File: src/rtl/br_update_queue.sv
// Branch update queue: holds predicted branches until execute resolves them,
// then retires them in order as predictor update records.
module br_update_queue #(
  parameter int unsigned DEPTH     = 16,
  parameter int unsigned HIST_BITS = 8,
  parameter int unsigned CTR_BITS  = 2,
  parameter int unsigned ADDR_BITS = 32,
  parameter int unsigned RES_PORTS = 2
) (
  input  logic                                        clk,
  input  logic                                        rst,
  input  logic                                        alloc_valid,
  output logic                                        alloc_ready,
  input  logic [ADDR_BITS-1:0]                        alloc_pc,
  input  logic [HIST_BITS-1:0]                        alloc_hist,
  input  logic [CTR_BITS-1:0]                         alloc_ctr,
  input  logic                                        alloc_pred_taken,
  output logic [$clog2(DEPTH)-1:0]                    alloc_tag,
  input  logic [RES_PORTS-1:0]                        res_valid,
  input  logic [RES_PORTS-1:0][$clog2(DEPTH)-1:0]     res_tag,
  input  logic [RES_PORTS-1:0]                        res_taken,
  input  logic [RES_PORTS-1:0]                        res_is_cond,
  input  logic [RES_PORTS-1:0]                        res_tgt_mispred,
  output logic [RES_PORTS-1:0]                        upd_valid,
  output logic [RES_PORTS-1:0][ADDR_BITS-1:0]         upd_addr,
  output logic [RES_PORTS-1:0][HIST_BITS-1:0]         upd_hist,
  output logic [RES_PORTS-1:0][CTR_BITS-1:0]          upd_ctr,
  output logic [RES_PORTS-1:0]                        upd_exec_taken,
  output logic [RES_PORTS-1:0]                        upd_is_cond,
  output logic [RES_PORTS-1:0]                        upd_mispred,
  output logic                                        flush
);
  localparam int unsigned TAG_W = $clog2(DEPTH);
  localparam int unsigned CNT_W = TAG_W + 1;

  logic [DEPTH-1:0]     valid;
  logic [DEPTH-1:0]     resolved;
  logic [ADDR_BITS-1:0] pc_q    [DEPTH];
  logic [HIST_BITS-1:0] hist_q  [DEPTH];
  logic [CTR_BITS-1:0]  ctr_q   [DEPTH];
  logic [DEPTH-1:0]     pred_q;
  logic [DEPTH-1:0]     taken_q;
  logic [DEPTH-1:0]     cond_q;
  logic [DEPTH-1:0]     misp_q;

  logic [TAG_W-1:0]     head;
  logic [TAG_W-1:0]     tail;
  logic [CNT_W-1:0]     count;
  logic                 live;

  logic [RES_PORTS-1:0]            ret;
  logic [RES_PORTS-1:0][TAG_W-1:0] ret_idx;
  logic [CNT_W-1:0]                n_ret;
  logic                            flush_now;
  logic [TAG_W-1:0]                flush_idx;
  logic                            chain;
  logic [RES_PORTS-1:0]            res_apply;
  logic                            alloc_fire;

  // In-order retire: the chain breaks at the first non-retirable entry or
  // right after a mispredicted one, which also triggers the flush.
  always_comb begin
    ret       = '0;
    ret_idx   = '0;
    n_ret     = '0;
    flush_now = 1'b0;
    flush_idx = '0;
    chain     = 1'b1;
    for (int unsigned k = 0; k < RES_PORTS; k++) begin
      ret_idx[k] = head + TAG_W'(k);
      if (chain && valid[ret_idx[k]] && resolved[ret_idx[k]]) begin
        ret[k] = 1'b1;
        n_ret  = n_ret + CNT_W'(1);
        if (misp_q[ret_idx[k]]) begin
          flush_now = 1'b1;
          flush_idx = ret_idx[k];
          chain     = 1'b0;
        end
      end else begin
        chain = 1'b0;
      end
    end
  end

  // A flush retires or invalidates every valid entry, so all resolves that
  // cycle are dropped; lower-numbered ports shadow higher ones on a tag clash.
  always_comb begin
    res_apply = '0;
    for (int unsigned p = 0; p < RES_PORTS; p++) begin
      res_apply[p] = res_valid[p] && valid[res_tag[p]] && !resolved[res_tag[p]] && !flush_now;
      for (int unsigned q = 0; q < p; q++) begin
        if (res_valid[q] && (res_tag[q] == res_tag[p])) res_apply[p] = 1'b0;
      end
    end
  end

  assign alloc_ready = live && (count < CNT_W'(DEPTH)) && !flush_now;
  assign alloc_fire  = alloc_valid && alloc_ready;
  assign alloc_tag   = tail;

  always_ff @(posedge clk or negedge rst) begin
    if (!rst) begin
      valid    <= '0;
      resolved <= '0;
      head     <= '0;
      tail     <= '0;
      count    <= '0;
      live     <= 1'b0;
    end else begin
      live <= 1'b1;
      head <= head + n_ret[TAG_W-1:0];
      if (flush_now) begin
        valid <= '0;
        tail  <= flush_idx + TAG_W'(1);
        count <= '0;
      end else begin
        tail  <= tail + TAG_W'(alloc_fire);
        count <= count + CNT_W'(alloc_fire) - n_ret;
        for (int unsigned k = 0; k < RES_PORTS; k++) begin
          if (ret[k]) valid[ret_idx[k]] <= 1'b0;
        end
        for (int unsigned p = 0; p < RES_PORTS; p++) begin
          if (res_apply[p]) resolved[res_tag[p]] <= 1'b1;
        end
        if (alloc_fire) begin
          valid[tail]    <= 1'b1;
          resolved[tail] <= 1'b0;
        end
      end
    end
  end

  always_ff @(posedge clk) begin
    if (alloc_fire) begin
      pc_q[tail]   <= alloc_pc;
      hist_q[tail] <= alloc_hist;
      ctr_q[tail]  <= alloc_ctr;
      pred_q[tail] <= alloc_pred_taken;
    end
    for (int unsigned p = 0; p < RES_PORTS; p++) begin
      if (res_apply[p]) begin
        taken_q[res_tag[p]] <= res_taken[p];
        cond_q[res_tag[p]]  <= res_is_cond[p];
        misp_q[res_tag[p]]  <= res_is_cond[p] ? (res_taken[p] != pred_q[res_tag[p]])
                                              : res_tgt_mispred[p];
      end
    end
  end

  always_ff @(posedge clk or negedge rst) begin
    if (!rst) begin
      upd_valid      <= '0;
      upd_addr       <= '0;
      upd_hist       <= '0;
      upd_ctr        <= '0;
      upd_exec_taken <= '0;
      upd_is_cond    <= '0;
      upd_mispred    <= '0;
      flush          <= 1'b0;
    end else begin
      flush <= flush_now;
      for (int unsigned k = 0; k < RES_PORTS; k++) begin
        upd_valid[k]      <= ret[k];
        upd_addr[k]       <= ret[k] ? pc_q[ret_idx[k]]   : '0;
        upd_hist[k]       <= ret[k] ? hist_q[ret_idx[k]] : '0;
        upd_ctr[k]        <= ret[k] ? ctr_q[ret_idx[k]]  : '0;
        upd_exec_taken[k] <= ret[k] && taken_q[ret_idx[k]];
        upd_is_cond[k]    <= ret[k] && cond_q[ret_idx[k]];
        upd_mispred[k]    <= ret[k] && misp_q[ret_idx[k]];
      end
    end
  end

endmodule
File: config.mk
export PLATFORM = sky130hd
export DESIGN_NAME = br_update_queue
export DESIGN_NICKNAME = d
export VERILOG_FILES = /design/src/rtl/br_update_queue.sv
export SDC_FILE = /design/constraint.sdc
export NUM_CORES = 1
export LEC_CHECK = 0
export BUFFER_PORTS_ARGS = -buffer_cell sky130_fd_sc_hd__buf_2
export CORE_AREA = 3 3 371 373
export DETAILED_ROUTE_END_ITERATION = 8
export DIE_AREA = 0 0 374 376
export GPL_TIMING_DRIVEN = 0
export PLACE_DENSITY = 0.5
export SLEW_MARGIN = 25
export SYNTH_ARGS = -nofsm -noshare
export SYNTH_HDL_FRONTEND = slang
export SYNTH_SLANG_ARGS = --single-unit
File: constraint.sdc
create_clock -name clk -period 6.74 [get_ports clk]
set_input_delay 0.674 -clock clk [delete_from_list [all_inputs] [get_ports clk]]
set_output_delay 0.674 -clock clk [all_outputs]
set_load 0.02 [all_outputs]
==> results.sh, run 1 <==
export IMPL_status="completed"
export IMPL_cts_tree="yes"
export IMPL_final_min_clock_period_ps=6436
export IMPL_rows=135
export IMPL_vias=23360
export IMPL_ios=160
export IMPL_critPathArrivalTime_ps=5760
export IMPL_cts_root_buf="clkbuf_16"
export IMPL_worstPathMaxFanout=16
export IMPL_startpoint="head[0]"
export IMPL_drt_iter0_markers=2663
export IMPL_skew_ps=28.07
export IMPL_nFillCells=12410
export IMPL_rsz0062_at_grt="no"
export IMPL_cp_endpoint="alloc_ready"
export IMPL_peakVddDrop_mv=0.2424
export IMPL_post_route_util=0.3570
export IMPL_netlist_instances=2040
export IMPL_dp_hpwl_mm=94.39
export IMPL_worst_r2r_path_depth=19
export IMPL_synth_edf_count=688
export IMPL_routedWlPerCell_um=32.23
export IMPL_fin_nets=2429
export IMPL_critPathKind="reg2out"
export IMPL_reg2reg_from="head[0]"
export IMPL_worstMarginPinSlew_ps=1164
export IMPL_antenna_found_initial=21
export IMPL_drive_gt1_frac=0.4079
export IMPL_cts_buffers_inserted=101
export IMPL_syn2layout_area_growth_pct=19.40
export IMPL_grt_pass1_wl_mm=192.1
export IMPL_synth_cell_area_um2=40350
export IMPL_routed_via_density=5.530
export IMPL_finalPower_uw=21960
export IMPL_place_congestion=0.8719
export IMPL_regArea_um2=25100
export IMPL_htree_levels=3
export IMPL_r2r_end="pc_q[11][13]"
export IMPL_insertion_delay_ps=680
export IMPL_initial_core_util=0.2990
export IMPL_dp_slack_ps=-2433
export IMPL_yosysUniqueCellTypes=71
export IMPL_r2r_slack_ps=350
export IMPL_synth_avg_cell_area_um2=19.78
export IMPL_synth_fp_nets=2118
export IMPL_io_buffer_count=154
export IMPL_cap_violations=0
export IMPL_yosysSeqAreaShare=0.6220
export IMPL_drtPass1Iterations=7
export IMPL_p_leak_uw=0.01652
export IMPL_start_kind="flop"
export IMPL_setup_slack_ps=303.7
export IMPL_grt_pass1_vias=24670
export IMPL_power_density_nw_per_um2=455.9
export IMPL_post_cts_buffers=0
export IMPL_grt_max_degree=73
export IMPL_die_area_um2=140600
export IMPL_hp_class="in2reg"
export IMPL_wl_mm=136.1
export IMPL_async_flop_share=0.1589
export IMPL_clk_path_buf_depth=3
export IMPL_ys_ff_latch=875
export IMPL_fin_crit_sh=0.9549
export IMPL_antenna_left=0
export IMPL_ys_warnings_count=0
export IMPL_maxSlewHeadroom=0.2241
export IMPL_grt_overflow=0
export IMPL_clock_sink_count=875
export IMPL_die_height_um=376
export IMPL_finalHoldViolations=0
export IMPL_endpoint_kind="primary output"
export IMPL_cp_data_required_time_ps=6070
export IMPL_multiInputGateArea_um2=14570
export IMPL_core_region_area_um2=135000
export IMPL_clock_fmax_ghz=0.1554
export IMPL_setup_viol=0
export IMPL_post_route_drc_count=0
export IMPL_maxSlewViolCount=0
export IMPL_clkTransAtPathRegs_ps=60
export IMPL_grtUsageTotal=0.1926
export IMPL_die_w_um=374
export IMPL_ys_flop_type="edfxtp_1"
-- power by group --
group	switching, uW	internal [uW]	leakage [uW]	total, uW
clock	2280	3250	0.00162	5530
sequential	377	6390	0.00844	6760
combinational	5240	4420	0.00647	9670
total	7900	14100	0.0165	22000
-- state kept, by name (all words and copies together) (netlist names) --
name and cells:
pred_q 16, count 5, resolved 16, flush 1
hist_q 128, upd_is_cond 2, valid 16, upd_valid 2
upd_exec_taken 2, upd_ctr 4, upd_mispred 2, misp_q 16
pc_q 512, live 1, upd_hist 16, alloc_tag 4
head 4, taken_q 16, upd_addr 64, cond_q 16
ctr_q 32
-- cells in the final DEF (no fill, tap or decap), types with 19 or more instances in the layout --
cell type	Yosys	layout
edfxtp_1	688	688
mux4_2	473	473
buf_2	12	190
dfrtp_1	139	139
clkbuf_16	0	103
and2_1	93	93
clkbuf_1	89	88
dfxtp_1	48	48
mux2_2	39	39
nand2_1	38	38
mux2i_1	33	33
buf_16	0	28
nand3_1	27	26
nor2_1	37	25
inv_1	25	24
clkbuf_2	0	23
mux2_1	21	21
nor2b_1	19	19
-- through the flow --
stage | cells | area (um2) | hold slack, ps | setup TNS (ps)
2_1_floorplan | 2040 | 40350 | 378.4 | 0
3_3_place_gp | 3975 | 43350 | 537.2 | -4032730
3_5_place_dp | 4032 | 44800 | 560.3 | -863570
4_1_cts | 4218 | 48150 | 312.7 | 0
5_1_grt | 4219 | 48170 | 335.8 | 0
6_report | 4223 | 48180 | 367.2 | 0
-- metal layers --
metal	vias to the layer above	track usage	routed length, um
met1	12770	0.2586	56220
met5	-	0	84
met4	12	0.04735	3368
met3	206	0.04538	10760
met2	1148	0.3165	65680
li1	9219	-	-
-- kinds of logic (layout without fill, tap and decap cells) --
kind of cell / Yosys count / in the layout / synth area share
and+or+nand+nor: 293 / 293 / 0.04242
other: 1 / 6 / 0.00009294
buffers and inverters: 187 / 584 / 0.01966
DFF: 875 / 875 / 0.6220
adders and majority gates: 16 / 16 / 0.005334
muxes: 570 / 570 / 0.2904
xor gates and xnor gates: 22 / 22 / 0.004961
AOI/OAI and AO/OA: 76 / 76 / 0.01507
-- area by class of cell --
type / count / share of cell area
Clock buffer: 135 / 0.05703
Buffer: 154 / 0.01582
Multi-Input combinational cell: 978 / 0.3024
Clock inverter: 54 / 0.01213
Sequential cell: 875 / 0.5210
Antenna cell: 5 / 0.0002597
Inverter: 29 / 0.002467
Timing Repair Buffer: 212 / 0.04272
Tap cell: 1781 / 0.04625
-- worst min-delay path by stage --
| stage | cells after the start | startpoint | slack [ps] | endpoint |
|---|---|---|---|---|
| floorplan | 0 | rst | 380 | alloc_tag[0] |
| global placement | 2 | misp_q[3] | 540 | misp_q[3] |
| detailed placement | 2 | resolved[12] | 560 | resolved[12] |
| CTS | 1 | alloc_pc[13] | 310 | pc_q[7][13] |
| global route | 1 | alloc_hist[1] | 340 | hist_q[13][1] |
| finish | 1 | alloc_pc[13] | 370 | pc_q[5][13] |
-- critical path: stages (launching register included) --
cell,delay [ps]
dfrtp_1,430
buf_6,210
buf_12,160
clkbuf_4,270
buf_4,300
clkbuf_8,330
buf_6,180
inv_1,80
ha_2,470
buf_4,260
clkbuf_4,290
nand4_1,130
a41oi_1,250
o21ai_1,130
a2bb2oi_2,370
a31oi_4,160
buf_6,180
inv_2,210
buf_2,330
nor3b_1,100
buf_2,170
-- Yosys cell counts, drive strengths merged (2+ instances only) --
cell / n / area [um2]
o31a: 2 / 17.52
nor3b: 2 / 15.01
fa: 2 / 40.04
and4: 6 / 52.55
ha: 14 / 175.2
a22o: 7 / 61.31
clkbuf: 89 / 334.1
nor3: 18 / 150.2
and4b: 2 / 20.02
nand2: 41 / 161.4
dfrtp: 139 / 3478
a31oi: 8 / 65.06
and3b: 2 / 17.52
mux2: 64 / 735.7
nand4: 17 / 106.4
or3: 3 / 18.77
nand3: 29 / 155.2
and2: 93 / 581.8
inv: 28 / 105.1
a21o: 3 / 22.52
a32oi: 2 / 17.52
o32a: 6 / 60.06
nand3b: 5 / 37.54
nand4b: 4 / 35.03
dfxtp: 48 / 960.9
xor2: 11 / 103.9
and3: 3 / 20.02
nor2: 39 / 151.4
a41oi: 2 / 17.52
mux4: 473 / 10650
o21ai: 11 / 55.05
a21oi: 12 / 60.06
xnor2: 11 / 96.34
edfxtp: 688 / 20660
mux2i: 33 / 330.3
nor2b: 19 / 118.9
nand2b: 7 / 43.79
buf: 69 / 350.3
a41o: 12 / 120.1
-- timing repair --
action / 4_1_cts / 5_1_grt
endpoints found under the hold margin: 38 / 0
hold buffers: 1 / 0
resized for setup: 14 / 3
endpoints found under the setup margin: 827 / 6
Power figures use the tool's default switching activity.
==> run 2, diff against run 1 <==
- REMOVE_ABC_BUFFERS: unset -> 1
==> run 2 against run 1 <==
  * Worst hold slack better by 0.94 ps
  * Sequential cell count is the same
  * Combinational power decreased by 4.8%
  * Fmax is 5.6% higher
  * Die area stayed put
  * Clock power about the same
  * Global-route usage is 2.6 points lower
  * Non-clock buffer count decreased by 93
  * Setup slack gained 340 ps
  * Register-to-register slack better by 300 ps
  * Sequential power grew 2%
  * Cell count fell by 2.2%
==> results.sh, run 2 (synthesis results as in run 1) <==
export IMPL_syn2layout_area_growth_pct=20.91
export IMPL_top_regs="pc_q x512, hist_q x128, upd_addr x64"
export IMPL_die_height_um=376
export IMPL_largest_register_ffs=512
export IMPL_die_area_um2=140600
export IMPL_wl_mm=118.5
export IMPL_reg2reg_from="head[0]"
export IMPL_skew_ps=31.25
export IMPL_cts_tree="yes"
export IMPL_worstMarginPinSlew_ps=798.4
export IMPL_drt_iter0_markers=2262
export IMPL_r2r_slack_ps=650
export IMPL_setup_slack_ps=647.0
export IMPL_place_congestion=0.8425
export IMPL_grt_pass1_wl_mm=171.3
export IMPL_status="completed"
export IMPL_layout_cells_most_common_list="688 x edfxtp_1, 473 x mux4_2, 158 x buf_2"
export IMPL_fin_crit_sh=0.9040
export IMPL_maxSlewViolCount=0
export IMPL_hp_class="in2reg"
export IMPL_cap_violations=0
export IMPL_hold_depth=1
export IMPL_post_cts_buffers=0
export IMPL_dp_slack_ps=666.7
export IMPL_hp_start="alloc_ctr[1]"
export IMPL_antenna_left=0
export IMPL_rsz0062_at_grt="no"
export IMPL_initial_core_util=0.2990
export IMPL_clock_fmax_ghz=0.1641
export IMPL_clkTransAtPathRegs_ps=60
export IMPL_routed_via_density=5.436
export IMPL_post_route_drc_count=0
export IMPL_die_w_um=374
export IMPL_fin_nets=2335
export IMPL_worst_r2r_path_depth=15
export IMPL_cts_buffers_inserted=100
export IMPL_finalHoldViolations=0
export IMPL_endpoint_kind="flop"
export IMPL_final_common_cell="edfxtp_1"
export IMPL_maxSlewHeadroom=0.4666
export IMPL_clock_sink_count=875
export IMPL_worstPathMaxFanout=35
export IMPL_setup_viol=0
export IMPL_grt_max_degree=79
export IMPL_io_buffer_count=159
export IMPL_r2r_end="ctr_q[3][0]"
export IMPL_post_route_util=0.3615
export IMPL_ios=160
export IMPL_routedWlPerCell_um=28.67
export IMPL_p_leak_uw=0.01673
export IMPL_rows=135
export IMPL_grt_overflow=0
export IMPL_largest_register="pc_q"
export IMPL_core_region_area_um2=135000
export IMPL_start_kind="flop"
export IMPL_tns_ps=0
export IMPL_critPathArrivalTime_ps=6480
export IMPL_grt_pass1_vias=23750
export IMPL_drtPass1Iterations=5
export IMPL_htree_levels=3
export IMPL_critPathKind="reg2reg"
export IMPL_insertion_delay_ps=690
export IMPL_clk_path_buf_depth=3
export IMPL_cp_data_required_time_ps=7120
export IMPL_holdPathEnd="ctr_q[15][1]"
export IMPL_antenna_found_initial=15
export IMPL_power_density_nw_per_um2=443.1
export IMPL_cts_root_buf="clkbuf_16"
export IMPL_vias=22460
export IMPL_nFillCells=12250
export IMPL_grtUsageTotal=0.1669
export IMPL_peakVddDrop_mv=0.3144
export IMPL_dp_hpwl_mm=80.67
export IMPL_final_min_clock_period_ps=6093
export IMPL_drive_gt1_frac=0.4232
run 2: repair_timing:
item / 4_1_cts / 5_1_grt
endpoints found under the hold margin: 61 / 0
gates resized for setup: 0 / 0
hold buffers: 1 / 0
run 2: critical path, cell delays in order, from the launching register on:
cell	delay [ps]
dfrtp_4	810
inv_1	190
ha_4	440
buf_16	260
buf_16	280
mux4_2	590
nand2_1	100
a21oi_1	140
a2bb2oi_2	200
a31oi_4	510
nand4_1	720
nor3_4	760
buf_8	240
buf_8	160
buf_8	160
buf_6	160
run 2: power breakdown:
part	internal [uW]	switching, uW
combinational	4900	4310
sequential	6390	491
clock	3280	2240
total	14600	7050
run 2: through the flow:
step / cell area (um2) / hold WS (ps) / power (uW) / cells
after floorplan: 39670 / 378.4 / 13680 / 1882
after global placement: 42690 / 531.0 / 14280 / 3822
after detailed placement: 45400 / 557.9 / 16300 / 3935
after CTS: 48770 / 305.6 / 21930 / 4125
after global routing: 48770 / 326.8 / 22640 / 4125
final: 48790 / 368.1 / 21620 / 4131
run 2: worst max path at each step:
stage / startpoint / end / slack, ps / cells after the start
2_1_floorplan: head[0] / ctr_q[7][0] / -15170 / 8
3_3_place_gp: head[0] / hist_q[7][4] / -29050 / 8
3_5_place_dp: head[0] / pc_q[3][6] / 670 / 15
4_1_cts: head[0] / ctr_q[3][0] / 640 / 15
5_1_grt: head[0] / ctr_q[3][0] / 380 / 15
6_report: head[0] / ctr_q[3][0] / 650 / 15
run 2: area by class of cell:
type	count	area, um2	area share
Antenna cell	6	15.01	0.0003078
Clock buffer	130	2729	0.05593
Clock inverter	59	630.6	0.01293
Inverter	29	118.9	0.002436
Multi-Input combinational cell	978	14610	0.2995
Sequential cell	875	25110	0.5148
Tap cell	1781	2228	0.04568
Timing Repair Buffer	273	3337	0.06840
run 2: layer usage:
| layer | GRT usage | share of wire | vias to the layer above |
|---|---|---|---|
| li1 | - | - | 9048 |
| met5 | 0 | 0.00040 | - |
| met4 | 0.04991 | 0.031 | 8 |
| met2 | 0.2579 | 0.46 | 943 |
| met3 | 0.04324 | 0.079 | 214 |
| met1 | 0.2322 | 0.43 | 12240 |
==> run 3, diff against run 2 <==
==> constraint.sdc (replaced) <==
create_clock -name clk -period 6.74 [get_ports clk]
set_input_delay 0.337 -clock clk [delete_from_list [all_inputs] [get_ports clk]]
set_output_delay 0.337 -clock clk [all_outputs]
set_load 0.02 [all_outputs]
==> run 3 against run 2 <==
  * Die area unchanged
  * Power is essentially flat
  * Worst hold slack worse by 320 ps
  * Sequential power barely moved
  * Fmax grew 0.27%
  * Core utilization increased by 0.27 points
  * Critical endpoint unchanged
  * Highest routed layer unchanged
==> results.sh, run 3 (synthesis results as in run 1) <==
export IMPL_grt_pass1_wl_mm=171.9
export IMPL_post_route_util=0.3642
export IMPL_final_min_clock_period_ps=6076
export IMPL_post_route_drc_count=0
export IMPL_core_region_area_um2=135000
export IMPL_layout_cells_most_common_list="688 x edfxtp_1, 473 x mux4_2, 158 x buf_2"
export IMPL_place_congestion=0.8425
export IMPL_grt_overflow=0
export IMPL_die_height_um=376
export IMPL_rsz0062_at_grt="no"
export IMPL_endpoint_kind="flop"
export IMPL_multiInputGateArea_um2=14610
export IMPL_finalHoldViolations=0
export IMPL_post_cts_buffers=0
export IMPL_rows=135
export IMPL_reg2reg_from="head[0]"
export IMPL_nFillCells=12230
export IMPL_finalPower_uw=21630
export IMPL_fin_crit_sh=0.9015
export IMPL_worst_r2r_path_depth=15
export IMPL_grt_pass1_vias=23930
export IMPL_die_area_um2=140600
export IMPL_regArea_um2=25110
export IMPL_cts_tree="yes"
export IMPL_antenna_found_initial=10
export IMPL_hp_start="alloc_pc[18]"
export IMPL_die_w_um=374
export IMPL_initial_core_util=0.2990
export IMPL_status="completed"
export IMPL_path_cells="inv_1 -> ha_4 -> buf_16 -> buf_16 -> mux4_2 -> nand2_1 -> a21oi_1 -> a2bb2oi_2 -> a31oi_4 -> nand4_1 -> nor3_4 -> buf_8 -> buf_8 -> buf_8 -> buf_6"
export IMPL_dpl_cell_count=3935
export IMPL_ios=160
export IMPL_peakVddDrop_mv=0.3153
export IMPL_drive_gt1_frac=0.4168
export IMPL_final_common_cell="edfxtp_1"
export IMPL_critPathArrivalTime_ps=6460
export IMPL_cpMostUsedCell="buf_8"
export IMPL_clock_fmax_ghz=0.1646
export IMPL_antenna_left=0
export IMPL_cts_resized=0
export IMPL_cap_violations=0
export IMPL_vias=22620
export IMPL_critical_path_max_stage_delay_ps=810
export IMPL_grt_max_degree=79
export IMPL_drt_iter0_markers=2282
export IMPL_hold_buffers=37
export IMPL_top_regs="pc_q x512, hist_q x128, upd_addr x64"
export IMPL_wl_mm=118.6
export IMPL_clock_sink_count=875
export IMPL_clk_path_buf_depth=3
export IMPL_tns_ps=0
export IMPL_insertion_delay_ps=690
export IMPL_largest_register_ffs=512
export IMPL_dp_hpwl_mm=80.67
export IMPL_worstMarginPinSlew_ps=772.9
export IMPL_io_buffer_count=159
export IMPL_grtUsageTotal=0.1671
export IMPL_cts_buffers_inserted=100
export IMPL_maxSlewHeadroom=0.4832
export IMPL_hp_class="in2reg"
export IMPL_holdPathEnd="pc_q[5][18]"
export IMPL_critPathKind="reg2reg"
export IMPL_syn2layout_area_growth_pct=21.81
export IMPL_r2r_end="ctr_q[3][0]"
export IMPL_htree_levels=3
export IMPL_fin_nets=2371
export IMPL_instances_no_fill=4168
export IMPL_routedWlPerCell_um=28.46
export IMPL_r2r_slack_ps=660
export IMPL_maxSlewViolCount=0
export IMPL_largest_register="pc_q"
export IMPL_cts_root_buf="clkbuf_16"
export IMPL_clkTransAtPathRegs_ps=60
export IMPL_crit_path_top_delay_cell="dfrtp_4"
export IMPL_hold_depth=1
export IMPL_drtPass1Iterations=6
export IMPL_start_kind="flop"
export IMPL_routed_via_density=5.426
export IMPL_skew_ps=30.85
export IMPL_cpLargestDelayFamily="simple AND/OR/NAND/NOR gates"
export IMPL_path_buf_inv=7
export IMPL_setup_viol=0
export IMPL_power_density_nw_per_um2=440.1
export IMPL_p_leak_uw=0.01688
export IMPL_worstPathMaxFanout=35
export IMPL_cp_data_required_time_ps=7130
==> run 3: power breakdown <==
part	internal [uW]	switching [uW]
registers	6390	489
logic	4910	4310
clock network	3280	2240
total	14600	7050
==> run 3: worst max-delay path by stage <==
stage	start	slack (ps)	endpoint	cells past startpoint
after floorplan	head[0]	-15170	ctr_q[7][0]	8
after global placement	head[0]	-29050	hist_q[7][4]	8
after detailed placement	head[0]	670	pc_q[3][6]	15
after CTS	head[0]	640	ctr_q[3][0]	15
after global routing	head[0]	380	ctr_q[3][0]	15
final	head[0]	660	ctr_q[3][0]	15
==> run 3: final cells by class <==
class                   instances  share of cell area
multi-input cells             978              0.2973
well taps                    1781             0.04534
clock inverters                59             0.01283
diodes                          7           0.0003564
repair buffers                309             0.07523
clock buffers                 130             0.05552
inverters                      29            0.002418
flip-flops and latches        875              0.5110
==> run 3: metrics by stage <==
step	hold WS, ps	worst slack [ps]	area, um2
2_1_floorplan	41.41	-15170	39670
3_3_place_gp	531.0	-29050	42690
3_5_place_dp	344.1	666.7	45400
4_1_cts	1.249	635.7	49130
5_1_grt	14.60	380.3	49140
6_report	43.98	663.6	49150
==> run 3: routing by layer <==
metal,track usage,wire length [um]
met4,0.04878,3459
met3,0.03968,9163
met1,0.2347,51100
met2,0.2589,54880
met5,0,13
